**src/rtl/mole_round_scheduler.sv**
```systemverilog
// Whack-a-mole round controller: sequences IDLE/PLAY/OVER, schedules mole
// visibility from the random source, validates hits, and counts the
// remaining round time in BCD.
module mole_round_scheduler #(
    parameter int NUM_HOLES     = 10,
    parameter int UP_TICKS      = 80,
    parameter int GAP_TICKS     = 20,
    parameter int TICKS_PER_SEC = 100,
    parameter int GAME_SECONDS  = 30
) (
    input  logic                 clk,
    input  logic                 rst,
    input  logic                 tick,
    input  logic                 pb_start_op,
    input  logic                 pb_clear_op,
    input  logic [5:0]           rnd,
    input  logic                 hit_valid,
    input  logic [3:0]           hit_idx,
    output logic [NUM_HOLES-1:0] led,
    output logic [1:0]           state,
    output logic                 add_score,
    output logic [3:0]           time1,
    output logic [3:0]           time0
);

    typedef enum logic [1:0] {
        ST_IDLE = 2'b00,
        ST_PLAY = 2'b01,
        ST_OVER = 2'b10
    } state_e;

    typedef enum logic {
        PH_GAP = 1'b0,
        PH_UP  = 1'b1
    } phase_e;

    localparam int PH_MAX = (UP_TICKS > GAP_TICKS) ? UP_TICKS : GAP_TICKS;
    localparam int CW     = (PH_MAX > 2) ? $clog2(PH_MAX) : 1;
    localparam int PW     = (TICKS_PER_SEC > 2) ? $clog2(TICKS_PER_SEC) : 1;

    localparam logic [CW-1:0] UP_LAST  = CW'(UP_TICKS - 1);
    localparam logic [CW-1:0] GAP_LAST = CW'(GAP_TICKS - 1);
    localparam logic [PW-1:0] SEC_LAST = PW'(TICKS_PER_SEC - 1);
    localparam logic [3:0]    T1_INIT  = 4'(GAME_SECONDS / 10);
    localparam logic [3:0]    T0_INIT  = 4'(GAME_SECONDS % 10);
    localparam logic [3:0]    NO_HOLE  = 4'd15;
    localparam logic [3:0]    N_HOLES  = 4'(NUM_HOLES);
    localparam logic [3:0]    LAST_HOLE = 4'(NUM_HOLES - 1);
    localparam logic [NUM_HOLES-1:0] LED_ONE = {{(NUM_HOLES-1){1'b0}}, 1'b1};

    state_e               state_q, state_d;
    phase_e               phase_q, phase_d;
    logic [CW-1:0]        cnt_q, cnt_d;
    logic [PW-1:0]        presc_q, presc_d;
    logic [3:0]           t1_q, t1_d;
    logic [3:0]           t0_q, t0_d;
    logic [3:0]           prev_q, prev_d;
    logic [NUM_HOLES-1:0] led_q, led_d;
    logic                 add_score_q, add_score_d;

    logic [3:0] rnd_lo;
    logic [3:0] base_idx;
    logic [3:0] sel_idx;
    logic       timed_out;
    logic       rnd_unused;

    // Only the low nibble of the random value picks a hole.
    assign rnd_unused = ^rnd[5:4];

    // Fold the random nibble onto 0..9 and step past the previous hole.
    always_comb begin
        rnd_lo   = rnd[3:0];
        base_idx = (rnd_lo < N_HOLES) ? rnd_lo : (rnd_lo - N_HOLES);
        sel_idx  = base_idx;
        if (base_idx == prev_q) begin
            sel_idx = (base_idx == LAST_HOLE) ? 4'd0 : (base_idx + 4'd1);
        end
    end

    // Round FSM, mole sub-phase and BCD timer; timeout outranks a hit,
    // and clear outranks everything.
    always_comb begin
        state_d     = state_q;
        phase_d     = phase_q;
        cnt_d       = cnt_q;
        presc_d     = presc_q;
        t1_d        = t1_q;
        t0_d        = t0_q;
        prev_d      = prev_q;
        led_d       = led_q;
        add_score_d = 1'b0;
        timed_out   = 1'b0;

        if (pb_clear_op) begin
            state_d = ST_IDLE;
            phase_d = PH_GAP;
            cnt_d   = '0;
            presc_d = '0;
            t1_d    = T1_INIT;
            t0_d    = T0_INIT;
            prev_d  = NO_HOLE;
            led_d   = '0;
        end else begin
            case (state_q)
                ST_IDLE, ST_OVER: begin
                    if (pb_start_op) begin
                        state_d = ST_PLAY;
                        phase_d = PH_GAP;
                        cnt_d   = '0;
                        presc_d = '0;
                        t1_d    = T1_INIT;
                        t0_d    = T0_INIT;
                        prev_d  = NO_HOLE;
                        led_d   = '0;
                    end
                end
                ST_PLAY: begin
                    if (tick) begin
                        if (presc_q == SEC_LAST) begin
                            presc_d = '0;
                            if (t0_q == 4'd0) begin
                                t0_d = 4'd9;
                                t1_d = t1_q - 4'd1;
                            end else begin
                                t0_d = t0_q - 4'd1;
                            end
                            if (t1_q == 4'd0 && t0_q == 4'd1) begin
                                timed_out = 1'b1;
                                state_d   = ST_OVER;
                                phase_d   = PH_GAP;
                                cnt_d     = '0;
                                led_d     = '0;
                            end
                        end else begin
                            presc_d = presc_q + 1'b1;
                        end
                    end
                    if (!timed_out) begin
                        if (hit_valid && phase_q == PH_UP && hit_idx == prev_q) begin
                            add_score_d = 1'b1;
                            led_d       = '0;
                            phase_d     = PH_GAP;
                            cnt_d       = '0;
                        end else if (tick) begin
                            if (phase_q == PH_GAP) begin
                                if (cnt_q == GAP_LAST) begin
                                    led_d   = LED_ONE << sel_idx;
                                    prev_d  = sel_idx;
                                    phase_d = PH_UP;
                                    cnt_d   = '0;
                                end else begin
                                    cnt_d = cnt_q + 1'b1;
                                end
                            end else begin
                                if (cnt_q == UP_LAST) begin
                                    led_d   = '0;
                                    phase_d = PH_GAP;
                                    cnt_d   = '0;
                                end else begin
                                    cnt_d = cnt_q + 1'b1;
                                end
                            end
                        end
                    end
                end
                default: begin
                    state_d = ST_IDLE;
                    led_d   = '0;
                end
            endcase
        end
    end

    // State and output registers with asynchronous reset to the idle round.
    always_ff @(posedge clk or posedge rst) begin
        if (rst) begin
            state_q     <= ST_IDLE;
            phase_q     <= PH_GAP;
            cnt_q       <= '0;
            presc_q     <= '0;
            t1_q        <= T1_INIT;
            t0_q        <= T0_INIT;
            prev_q      <= NO_HOLE;
            led_q       <= '0;
            add_score_q <= 1'b0;
        end else begin
            state_q     <= state_d;
            phase_q     <= phase_d;
            cnt_q       <= cnt_d;
            presc_q     <= presc_d;
            t1_q        <= t1_d;
            t0_q        <= t0_d;
            prev_q      <= prev_d;
            led_q       <= led_d;
            add_score_q <= add_score_d;
        end
    end

    assign state     = state_q;
    assign led       = led_q;
    assign add_score = add_score_q;
    assign time1     = t1_q;
    assign time0     = t0_q;

endmodule

```
**config.mk**
```make
export PLATFORM = sky130hd
export DESIGN_NAME = mole_round_scheduler
export DESIGN_NICKNAME = d
export VERILOG_FILES = /design/src/rtl/mole_round_scheduler.sv
export SDC_FILE = /design/constraint.sdc
export NUM_CORES = 1
export LEC_CHECK = 0
export ABC_AREA = 1
export BUFFER_PORTS_ARGS = -buffer_cell sky130_fd_sc_hd__buf_2
export CORE_MARGIN = 2
export CORE_UTILIZATION = 55
export CTS_CLUSTER_DIAMETER = 40
export DETAILED_ROUTE_END_ITERATION = 16
export GPL_TIMING_DRIVEN = 0
export PLACE_DENSITY = 0.75
export SYNTH_ARGS = -nofsm -noshare
export SYNTH_HDL_FRONTEND = slang
export SYNTH_SLANG_ARGS = --single-unit
export TNS_END_PERCENT = 10
```
**constraint.sdc**
```tcl
create_clock -name clk -period 2.82 [get_ports clk]
set_input_delay 0.423 -clock clk [delete_from_list [all_inputs] [get_ports clk]]
set_output_delay 0.423 -clock clk [all_outputs]
set_load 0.03 [all_outputs]
```
==> results of run 1 <==
==> cell type report <==
type / instances / area (um2) / area share (%)
multi-input combinational: 271 / 1440 / 47.3
clock buffer: 8 / 100 / 3.29
timing repair buffer: 33 / 165 / 5.43
buffer: 4 / 17.5 / 0.576
sequential: 40 / 1010 / 33.1
inverter: 61 / 229 / 7.52
tap: 67 / 83.8 / 2.75
==> how the worst max path moves through the flow <==
stage                    startpoint                    end  slack, ns  cells past startpoint
2_1_floorplan  time1[0]$_DFFE_PP1P_     led[9]$_DFFE_PP0N_       0.90                     11
3_5_place_dp                 rnd[1]     led[6]$_DFFE_PP0N_       0.59                     18
3_3_place_gp                 rnd[1]     led[6]$_DFFE_PP0N_       0.63                     18
6_report       time1[0]$_DFFE_PP1P_     led[9]$_DFFE_PP0N_       0.57                     11
5_1_grt        cnt_q[0]$_DFFE_PP0P_  prev_q[1]$_DFFE_PP1P_       0.34                     10
4_1_cts        time1[0]$_DFFE_PP1P_     led[9]$_DFFE_PP0N_       0.58                     11
==> sequential cells by signal, summed over array words and instances (netlist names) <==
register	count
time1	4
add_score	1
phase_q	1
prev_q	4
presc_q	7
state	2
time0	4
cnt_q	7
led	10
==> critical path, stage by stage (launching register included) <==
cell and delay [ns]:
dfstp_2 0.53, inv_1 0.08, ha_1 0.24, nand4_1 0.12, nor3_2 0.07, inv_2 0.14
nand2_1 0.15, a21oi_2 0.33, inv_1 0.24, a21oi_1 0.16, nand2_1 0.07, nand2_1 0.06
==> power by group <==
part           internal (mW)  switching, mW  total [mW]
logic                  0.106          0.252       0.358
registers              0.610         0.0328       0.642
clock network          0.224          0.200       0.424
total                  0.939          0.485        1.42
==> layer usage <==
layer  track usage [%]  up-vias  wire length (um)
met5                 0        -                 0
met4              9.70        0               119
met3              3.93       10               352
met2              38.2       61              2820
met1              33.2     1163              2800
li1                  -     1303                 -
==> layout by cell type (no fill, tap or decap), types with 3 or more instances in the layout <==
cell type and count:
inv_1 49, nand3_1 26, nor2_2 4, buf_2 35, ha_1 5, dfrtp_1 34
a31oi_1 7, nor3_1 10, xor2_1 7, clkbuf_1 3, clkbuf_8 7, o211ai_1 4
a21oi_1 12, nand2_1 75, inv_2 11, o21ai_2 3, nand2_2 16, nand4_1 10
o21ai_0 19, o21ai_1 8, nor2_1 41, o21a_1 3, dfstp_2 6
==> logic make-up after synthesis <==
| family | count (synthesis) |
|---|---|
| AO/OA/AOI/OAI | 61 |
| XOR/XNOR | 9 |
| adder cells (fa/ha/maj) | 5 |
| buffers and inverters | 65 |
| flip-flops | 40 |
| multiplexers | 1 |
| AND/OR/NAND/NOR | 195 |
==> through the flow <==
step | hold WS (ns) | total power [mW]
2_1_floorplan | 0.464 | 0.916
3_3_place_gp | 0.480 | 1.00
3_5_place_dp | 0.481 | 1.01
4_1_cts | 0.324 | 1.43
5_1_grt | 0.369 | 1.50
6_report | 0.299 | 1.42
==> summary.txt, run 1 <==
placed standard-cell area: 2940 um2
Die Wd: 74.0 um
Total GRT Usage: 24.1%
die footprint: 5470 um2
vias in the first global route: 2352
Starting Density: 57.0%
number of DRC markers in iteration 0: 180
Synth Area in Adders: 2.32%
CTS resizes: 0
row count: 25
Hold Buf Count CTS: 0
H-tree levels: 2
period utilization: 79.8%
final setup fails: 0
gr ovfl total: 0
Avg Synthesized Cell Area: 7.16 um2
layout cells sized above 1: 21.8%
top cell type's share of synthesized area: 31.6%
Post-Synth Simple-Gate Area: 34.4%
most frequent cells after synthesis: 75 x nand2_1, 50 x inv_1, 41 x nor2_1
number of flops mapped to enable cells by yosys: 0
Netlist cell types: 37
CTS buffer count: 5
Total Wirelength: 6090 um
Clock Skews: 0.0106 ns
largest net degree at the start of global routing: 41
max frequency: 0.444 GHz
routed length per instance: 12.6 um
Mapped Area: 2690 um2
post-placement setup slack: 0.586 ns
worst vdd ir: 0.356 mV
Net count, final: 437
CTS tree: done
Yosys reg bits: 40
status: finished clean
R2R Setup Slk: 0.57 ns
Lkg Pwr: 1.53 nW
Hold WC Path Type: in2async
setup bufs post-CTS: 0
Antenna diodes: 0
Fillers: 430
Worst EP required: 3.05 ns
TNS Setup: 0 ns
Arr. time, crit path: 2.48 ns
first-pass GRT wire length: 10300 um
startpoint class of the critical path: register
share of async-settable or async-resettable flops after synthesis: 100%
setup ws final: 0.570 ns
die height: 74.0 um
Mapped Nets: 397
RR Startpoint: time1[0]$_DFFE_PP1P_
DRT Pass-1 Iters: 4
gpl congestion: 0.854
routed vias: 2537
drt drc: 0
YS warnings: 0
Core Util, Final: 64.4%
Final Hold Viols: 0
number of antenna violations at the first check in global routing: 0
Placed Cells incl. Taps: 476
FF-to-FF End: led[9]$_DFFE_PP0N_
Slew headroom: 43.1%
CP Capture Type: register
Slew @ Worst Pin: 0.853 ns
clock sinks: 40
Max Cap Violations: 0
Syn Inst Count: 376
Via density: 5.24
Reg2Reg Depth: 11
num ports: 37
largest cells by area after synthesis: dfrtp_1 32%, nand2_1 10%, inv_1 7.0%
HPWL after detailed placement: 4610 um
Max clock buf depth: 2
Post-Synth XOR/XNOR Area: 2.93%
remaining antenna violation count: 0
max-slew violation count: 0
multiplexer share of the synthesized area: 0.372%
clock latency on the worst-skew pair: 0.29 ns
core area: 4720 um2
Setup CP Type: reg2reg
power per cell area: 468 nW/um2
most frequent cell after synthesis: nand2_1
dominant cell type by area after synthesis: dfrtp_1
min Tclk post-route: 2.25 ns
design area: 3040 um2
crit path max fanout: 8
register area share after synthesis: 37.4%
Clk pin slew, worst setup/hold paths: 0.08 ns
largest family of logic cells by synthesized area: simple AND/OR/NAND/NOR gates
Syn-to-layout area delta: 13.0%
post-route insts no fill: 484
number of port buffers: 33
Synth Area in Compound Gates: 13.4%
Root Buffer: clkbuf_8
ys flop type: dfrtp_1
RSZ-0062 raised after global routing: false
Power figures use the tool's default switching activity.
==> run 2, diff against run 1 <==
--- a/config.mk
+++ b/config.mk
@@ -5,7 +5,7 @@
 export SDC_FILE = /design/constraint.sdc
 export NUM_CORES = 1
 export LEC_CHECK = 0
-export ABC_AREA = 1
+export ABC_AREA = 0
 export BUFFER_PORTS_ARGS = -buffer_cell sky130_fd_sc_hd__buf_2
 export CORE_MARGIN = 2
 export CORE_UTILIZATION = 55
==> constraint.sdc (replaced) <==
create_clock -name clk -period 2.3 [get_ports clk]
set_input_delay 0.345 -clock clk [delete_from_list [all_inputs] [get_ports clk]]
set_output_delay 0.345 -clock clk [all_outputs]
set_load 0.03 [all_outputs]
==> run 2 against run 1 <==
Net effect: synthesized cell count fell by 30%; area after synthesis decreased by 8.2%; clock power up 39%; combinational power barely moved; first-iteration DRC count is 37% lower; largest cell class unchanged; largest power group unchanged.
==> summary.txt, run 2 <==
status: finished clean
Netlist cell types: 61
Clock Skews: 0.00764 ns
H-tree levels: 2
largest cells by area after synthesis: dfrtp_1 34%, dfstp_2 6.4%, nor2_1 4.3%
Synth Area in Compound Gates: 21.0%
dominant cell type by area after synthesis: dfrtp_1
placed standard-cell area: 2720 um2
sw frac: 30.8%
Clk pin slew, worst setup/hold paths: 0.09 ns
Mapped Nets: 286
final setup fails: 0
CP startpoint: rnd[1]
Synth Area in Adders: 2.53%
RR Startpoint: time1[0]$_DFFE_PP1P_
R2R Setup Slk: 0.04 ns
startpoint class of the critical path: input port
max reg flops: 10
die footprint: 5050 um2
number of flops mapped to enable cells by yosys: 0
FF-to-FF End: led[4]$_DFFE_PP0N_
core area: 4350 um2
die height: 71.0 um
gpl congestion: 0.873
share of async-settable or async-resettable flops after synthesis: 100%
combinational share of power: 20.9%
Hold WC Path Type: in2async
Seq pwr share: 44.8%
Final Hold Viols: 0
design area: 3000 um2
Yosys reg bits: 40
min Tclk post-route: 2.27 ns
Clock power frac: 34.3%
Max Cap Violations: 0
Core Util, Final: 68.9%
Lkg Pwr: 1.34 nW
Arr. time, crit path: 2.47 ns
Hold Buf Count CTS: 0
Worst EP required: 2.50 ns
max-slew violation count: 0
max frequency: 0.440 GHz
drt drc: 0
CP Capture Point: led[5]$_DFFE_PP0N_
routed length per instance: 15.3 um
largest family of logic cells by synthesized area: simple AND/OR/NAND/NOR gates
remaining antenna violation count: 0
first-pass GRT wire length: 9300 um
largest net degree at the start of global routing: 41
register area share after synthesis: 40.8%
ys flop type: dfrtp_1
vias in the first global route: 2021
Fillers: 358
power per cell area: 574 nW/um2
WHS: 0.200 ns
overall power: 1.72 mW
routed vias: 2202
Root Buffer: clkbuf_8
clock sinks: 40
Placed Cells incl. Taps: 349
post-route insts no fill: 368
multiplexer share of the synthesized area: 2.07%
Max clock buf depth: 2
RSZ-0062 raised after global routing: true
Int Pwr: 1.19 mW
Net count, final: 336
crit path max fanout: 10
most frequent cell after synthesis: dfrtp_1
Slew headroom: 45.4%
top cell type's share of synthesized area: 34.4%
HPWL after detailed placement: 4080 um
CTS tree: done
register cell area after layout: 1010 um2
Syn Inst Count: 265
most frequent cells in the layout: 34 x dfrtp_1, 33 x buf_2, 27 x nor2_1
CTS buffer count: 5
period utilization: 98.8%
Mapped Area: 2470 um2
Antenna diodes: 0
Die Wd: 71.0 um
Avg Synthesized Cell Area: 9.33 um2
clock latency on the worst-skew pair: 0.30 ns
area of the multi-input gates: 1470 um2
Via density: 5.98
number of DRC markers in iteration 0: 113
Setup CP Type: in2reg
worst vdd ir: 0.309 mV
Syn-to-layout area delta: 21.4%
num ports: 37
CP Capture Type: register
Total GRT Usage: 23.1%
Reg2Reg Depth: 8
gr ovfl total: 0
layout cells sized above 1: 30.7%
Post-Synth XOR/XNOR Area: 5.31%
number of port buffers: 32
number of antenna violations at the first check in global routing: 0
row count: 24
most frequent cells after synthesis: 34 x dfrtp_1, 28 x nor2_1, 22 x nand2_1
DRT Pass-1 Iters: 4
Net Switching: 0.530 mW
Slew @ Worst Pin: 0.818 ns
YS warnings: 0
Total Wirelength: 5650 um
Starting Density: 56.8%
commonest non-fill, non-tap cell in the layout: dfrtp_1
Post-Synth Simple-Gate Area: 24.6%
[run 2: changes by cell type after synthesis, sizes merged, moves of 4 or more]
cell	before	now
nor2	47	28
nor2b	0	8
or3	0	4
a32o	0	4
nand4	10	3
inv	60	12
a31oi	7	2
nand3	27	6
a21o	0	4
nand2	93	22
o21ai	30	15
o22a	0	4
buf	2	6
[run 2: power by group through the flow]
stage / combinational, mW / clock [mW] / sequential (mW)
2_1_floorplan: 0.199 / 0 / 0.823
3_3_place_gp: 0.325 / 0 / 0.783
3_5_place_dp: 0.328 / 0 / 0.784
4_1_cts: 0.341 / 0.597 / 0.771
5_1_grt: 0.397 / 0.624 / 0.777
6_report: 0.361 / 0.591 / 0.771
[run 2: cells by family after synthesis]
family	Yosys count
muxes	5
and+or+nand+nor	110
AOI/OAI and AO/OA	69
buffers and inverters	21
xor gates and xnor gates	15
DFF	40
adders and majority gates	5
[run 2: area by class of cell]
cell class | count | area share (%)
well taps | 52 | 2.17
clock buffers | 5 | 2.29
clock inverters | 3 | 1.58
inverters | 12 | 1.50
multi-input cells | 204 | 48.8
plain buffers | 9 | 1.83
flip-flops and latches | 40 | 33.6
repair buffers | 43 | 8.17
[run 2: timing repair]
item / in CTS / in global routing
pin swaps: 1 / 7
buffers inserted: 4 / 7
gates cloned: 0 / 0
resized for setup: 4 / 15
endpoints found under the hold margin: 0 / 0
endpoints found under the setup margin: 11 / 27
[run 2: worst min path at each step]
stage	from	to	depth (start not counted)
after CTS	rst	led[3]$_DFFE_PP0N_	2
final	rst	led[3]$_DFFE_PP0N_	2
after detailed placement	led[6]$_DFFE_PP0N_	led[6]$_DFFE_PP0N_	2
after global placement	led[6]$_DFFE_PP0N_	led[6]$_DFFE_PP0N_	2
after floorplan	pb_start_op	state[0]$_DFFE_PP0P_	1
after global routing	rst	led[5]$_DFFE_PP0N_	2
[run 2: worst max-delay path, cell delays in order]
cell and delay (ns):
clkbuf_4 0.14, buf_6 0.13, inv_2 0.05, ha_4 0.26
or3b_1 0.39, a311oi_2 0.22, a311oi_1 0.08, mux2i_2 0.31
and3b_2 0.29, a32o_1 0.24
[run 2: through the flow]
step	setup TNS, ns	setup WS [ns]
3_5_place_dp	-3.74	-0.486
4_1_cts	-0.0549	-0.0335
3_3_place_gp	-3.12	-0.442
2_1_floorplan	-0.0947	-0.0387
5_1_grt	-0.352	-0.106
6_report	0	0.0273
[run 2: metal layers]
metal | GRT usage [%] | vias up | part of all wire [%]
met5 | 0 | - | 0
met4 | 6.50 | 0 | 1.5
met3 | 5.27 | 12 | 5.1
met2 | 38.0 | 59 | 49
met1 | 30.7 | 1061 | 44
li1 | - | 1070 | -
